--- config.mk ---
export PLATFORM = sky130hd
export DESIGN_NAME = dmem_bus_bridge
export DESIGN_NICKNAME = d
export VERILOG_FILES = /design/src/rtl/dmem_bus_bridge.sv
export SDC_FILE = /design/constraint.sdc
export NUM_CORES = 1
export LEC_CHECK = 0
export ABC_AREA = 1
export BUFFER_PORTS_ARGS = -buffer_cell sky130_fd_sc_hd__buf_2
export CAP_MARGIN = 20
export CORE_ASPECT_RATIO = 0.6
export CORE_MARGIN = 3
export CORE_UTILIZATION = 35
export CTS_CLUSTER_SIZE = 16
export DETAILED_ROUTE_END_ITERATION = 10
export SLEW_MARGIN = 20
export SYNTH_ARGS = -nofsm -noshare
export SYNTH_HDL_FRONTEND = slang
export SYNTH_SLANG_ARGS = --single-unit
--- constraint.sdc ---
create_clock -name clk -period 2.3 [get_ports clk]
set_clock_uncertainty 0.05 [all_clocks]
set_input_delay 0.46 -clock clk [delete_from_list [all_inputs] [get_ports clk]]
set_output_delay 0.46 -clock clk [all_outputs]
set_load 0.05 [all_outputs]
--- src/rtl/dmem_bus_bridge.sv ---
// MEM-stage data-memory bridge: turns core load/store strobes into a req/ack bus
// transaction and holds the pipeline in stall until the access completes or aborts.
module dmem_bus_bridge #(
    parameter int          TIMEOUT  = 16,
    parameter logic [31:0] ERR_DATA = 32'hDEADBEEF
) (
    input  logic        clk,
    input  logic        reset,
    input  logic        cpu_memread,
    input  logic        cpu_memwrite,
    input  logic [31:0] cpu_addr,
    input  logic [31:0] cpu_wdata,
    output logic [31:0] cpu_rdata,
    output logic        stall,
    output logic        bus_req,
    output logic        bus_we,
    output logic [31:0] bus_addr,
    output logic [31:0] bus_wdata,
    input  logic        bus_ack,
    input  logic [31:0] bus_rdata,
    input  logic        err_clr,
    output logic [1:0]  err_code,
    output logic [1:0]  dbg_state
);

    typedef enum logic [1:0] {
        IDLE = 2'd0,
        REQ  = 2'd1,
        DONE = 2'd2
    } state_t;

    localparam logic [7:0] LAST_CNT = 8'(TIMEOUT - 1);

    state_t     state;
    logic [7:0] cnt;
    logic       access;
    logic       aligned;

    // Bus handshake: bus_req rises with address/we/wdata already valid and holds them
    // unchanged until the single-cycle bus_ack is sampled (or the timeout abort fires);
    // bus_ack is only meaningful while bus_req is high and is ignored otherwise.
    assign access    = cpu_memread | cpu_memwrite;
    assign aligned   = (cpu_addr[1:0] == 2'b00);
    assign stall     = reset & (((state == IDLE) & access) | (state == REQ));
    assign dbg_state = state;

    always_ff @(posedge clk or negedge reset) begin
        if (!reset) begin
            state     <= IDLE;
            cnt       <= 8'd0;
            bus_req   <= 1'b0;
            bus_we    <= 1'b0;
            bus_addr  <= 32'd0;
            bus_wdata <= 32'd0;
            cpu_rdata <= 32'd0;
            err_code  <= 2'b00;
        end else begin
            // Any error set later in this block overrides the clear.
            if (err_clr) err_code <= 2'b00;
            case (state)
                IDLE: begin
                    if (access) begin
                        if (aligned) begin
                            bus_addr  <= {cpu_addr[31:2], 2'b00};
                            bus_wdata <= cpu_wdata;
                            bus_we    <= cpu_memwrite;
                            bus_req   <= 1'b1;
                            cnt       <= 8'd0;
                            state     <= REQ;
                        end else begin
                            err_code <= 2'b01;
                            if (!cpu_memwrite) cpu_rdata <= ERR_DATA;
                            state    <= DONE;
                        end
                    end
                end
                REQ: begin
                    if (bus_ack) begin
                        bus_req <= 1'b0;
                        if (!bus_we) cpu_rdata <= bus_rdata;
                        state   <= DONE;
                    end else if (cnt == LAST_CNT) begin
                        bus_req  <= 1'b0;
                        err_code <= 2'b10;
                        if (!bus_we) cpu_rdata <= ERR_DATA;
                        state    <= DONE;
                    end else begin
                        cnt <= cnt + 8'd1;
                    end
                end
                // One unstalled cycle so the pipeline moves past the access before
                // the strobes are looked at again.
                DONE:    state <= IDLE;
                default: state <= IDLE;
            endcase
        end
    end

endmodule

==> flow_summary.ini <==
[run_status]
outcome = complete, no violations

[power]
internal_power_mw = 4.57
power_frac_seq_pct = 31.8
power.switching_fraction_pct = 53.8
clock_network_power_share_pct = 14.8
static-leakage-power_nw = 3.41
design_power_total_mw = 9.88
ir_drop_uv = 832
p_comb_share_pct = 53.4
powerDensity_nw_per_um2 = 1640
power_switching_mw = 5.32

[detailed_routing]
route.vias.total = 4179
detail_route.first_pass.iterations = 6
route.detailed.drc = 0
final_antenna_net_count = 0
viasPerCell = 4.58
drt_iter0_markers = 296
routed_wl_per_cell_um = 13.9
route.final.wire_length_um = 12600

[layout]
diodes = 0
syn2layout_area_growth_pct = 31.5
finalNonFillerCells = 912
postLayoutCoreUtil_pct = 48.5
final_layout_size_suffix_gt1_share_pct = 34.5
final_nets = 845
layout.filler_cells = 1252

[global_routing]
global_route_wire_length_before_repair_um = 20700
antenna_violations_before_repair = 0
overflow = 0
grt_start_max_net_pins = 109
number_of_global_route_vias_before_repair = 4100
grt_use_total_pct = 17.3

[worst_setup_path]
start_kind = flop
critPathMaxStageDelay_ns = 0.42
critical_path_peak_fanout = 4
regToRegStartpoint = cnt[0]
critical_path.slowest_cell = sky130_fd_sc_hd__dfrtp_1
cp_data_arrival_time_ns = 1.55
timing.critical_path.required_ns = 1.79
critical_path.startpoint = dbg_state[0]
setup.worst_path.end_class = output pin
timing_worst_setup_path_type = flop to output pin
cp_cell_sequence = nor2_2, nand2_1, a21boi_1, buf_2

[timing]
setup_total_negative_slack_ns = 0
setup_violations = 0
timing.fmax_mhz = 486
grt_setup_unrepaired = no
fin_crit_sh_pct = 89.6
maxSlewViolCount = 0
slew-limit-headroom_pct = 59.4
final_hold_viol_count = 0
post_route_worst_hold_slack_ns = 0.176
min_period_ns = 2.06
worstMarginPinSlew_ns = 0.608

[synth]
postSynthCellCount = 549
synth_top_area_cell = sky130_fd_sc_hd__dfrtp_1
synth_top_cell_area_share_pct = 58.8
synthesis.yosys.warnings = 0
synth.cells.most_frequent = sky130_fd_sc_hd__nand2_1 (285), sky130_fd_sc_hd__dfrtp_1 (108), sky130_fd_sc_hd__o21ai_0 (39)
synth_fa_ha_area_share_pct = 0.272
synth_top_family_by_area = simple AND/OR/NAND/NOR gates
postSynthAreaPerCell_um2 = 8.37
synth_compound_area_share_pct = 5.34
synth.cell_area_um2 = 4590
yosys-mux-area-fraction_pct = 0
yosys.cell_count.top_type = sky130_fd_sc_hd__nand2_1
synth.ff_latch_count = 108
dominantRegCellSynth = sky130_fd_sc_hd__dfrtp_1
synth_enable_flop_cells = 0
synth-xor-area-share_pct = 0
synth_simple_gate_area_share_pct = 31.0
synth_area_leaders = sky130_fd_sc_hd__dfrtp_1 (59%), sky130_fd_sc_hd__nand2_1 (23%), sky130_fd_sc_hd__o21ai_0 (4.2%), sky130_fd_sc_hd__or2_2 (3.3%), sky130_fd_sc_hd__nor2_1 (1.9%)
netlist-cell-type-count = 23
ys_async_sr_fraction_pct = 100
synth_sequential_area_ratio_pct = 58.8

[clocking]
clock_sink_count = 108
cts_buffers = 9
cts_tree = done
clockBufferDepth = 2
clkLatencyLatePin_ns = 0.34
clkTransAtPathRegs_ns = 0.07
post_cts_repair_timing_setup_buffer_count = 0
cts-resized-gates = 0
cts_hold_repair.buffers = 0
htreeDepth = 3
cts_root_buf = sky130_fd_sc_hd__clkbuf_16

[floorplan]
die_outline_height_um = 94.7
std_cell_rows = 31
die_width_um = 154
initial_core_util_pct = 36.9
core_region_area_um2 = 12500
boundaryPins = 205
die-area_um2 = 14600

[placement]
finalWeightedCongestion = 0.812
number_of_cells_in_the_design_after_placement = 896
hpwlAfterDp_um = 9190
io_buffers = 202

[flow_run]
maxCapViolCount = 0

[min_path]
min-delay-path-class = primary input to asynchronous set/reset pin
-- metrics by stage --
stage / setup WS (ns) / cell area, µm²
floorplan: 0.0794 / 4600
global placement: 0.312 / 5760
detailed placement: 0.299 / 5760
CTS: 0.222 / 6040
global route: 0.0580 / 6040
finish: 0.240 / 6040
-- routing by layer --
layer,part of all wire (%),wire [µm],track usage (%),vias up
met1,46,5870,24.0,1955
li1,-,-,-,2070
met4,0.43,54,3.09,0
met2,47,5890,28.0,146
met3,6.5,828,4.40,8
met5,0,0,0,-
-- layout by cell type (no fill, tap or decap), types with 3 or more instances in the layout --
master / synthesis / layout
sky130_fd_sc_hd__nand3_2: 3 / 3
sky130_fd_sc_hd__buf_4: 3 / 5
sky130_fd_sc_hd__clkinv_4: 0 / 3
sky130_fd_sc_hd__nand3_1: 4 / 4
sky130_fd_sc_hd__nand2_1: 285 / 285
sky130_fd_sc_hd__dfrtp_1: 108 / 108
sky130_fd_sc_hd__clkbuf_16: 0 / 9
sky130_fd_sc_hd__buf_2: 0 / 201
sky130_fd_sc_hd__buf_12: 0 / 3
sky130_fd_sc_hd__o21ai_0: 39 / 39
sky130_fd_sc_hd__a21oi_1: 4 / 4
sky130_fd_sc_hd__inv_1: 14 / 14
sky130_fd_sc_hd__nand4_1: 4 / 4
sky130_fd_sc_hd__nor2_1: 23 / 23
sky130_fd_sc_hd__or2_2: 24 / 24
-- registers in the layout, indices dropped and copies added (netlist names) --
| register | cells |
|---|---|
| bus_wdata | 32 |
| cpu_rdata | 32 |
| bus_addr | 30 |
| cnt | 8 |
| dbg_state | 2 |
| err_code | 2 |
| bus_req | 1 |
| bus_we | 1 |
-- power by group through the flow --
stage          registers [mW]  logic [mW]  clock network [mW]
2_1_floorplan            5.87        1.25                   0
4_1_cts                  3.14        5.34                1.52
5_1_grt                  3.25        5.66                1.60
3_5_place_dp             3.16        5.34                   0
6_report                 3.14        5.28                1.46
3_3_place_gp             3.13        5.26                   0
-- path summary, 6_finish.rpt --
check / cells past startpoint / slack (ns) / to
min in group clk: 3 / 0.27 / bus_addr[25]
hold reg to reg: 2 / 0.42 / bus_addr[10]
hold / removal: 2 / 0.18 / cpu_rdata[1]
max in group asynchronous: 2 / 1.61 / bus_addr[14]
setup reg to reg: 7 / 0.28 / cpu_rdata[8]
setup / recovery: 4 / 0.24 / stall
-- cells by family (layout without fill, tap and decap cells) --
family                   Yosys count  after routing
AO/OA/AOI/OAI                     47             47
adder cells (fa/ha/maj)            1              1
buffers and inverters             44            241
flip-flops                       108            108
other                              1              2
AND/OR/NAND/NOR                  348            348
-- layout make-up --
type | count | area [µm²] | area share (%)
Inverter | 16 | 60.1 | 0.994
Clock buffer | 11 | 233 | 3.85
Timing Repair Buffer | 209 | 1100 | 18.3
Clock inverter | 5 | 46.3 | 0.767
Sequential cell | 108 | 2700 | 44.7
Multi-Input combinational cell | 398 | 1690 | 27.9
Tap cell | 165 | 206 | 3.42
-- worst max-delay path: cells and delay by family, from the launching register on --
kind | cells | cell delay, ns
and+or+nand+nor | 2 | 0.36
buffers and inverters | 1 | 0.29
AOI/OAI and AO/OA | 1 | 0.16
DFF | 1 | 0.42
No activity file was read; power rests on OpenSTA's default activity.
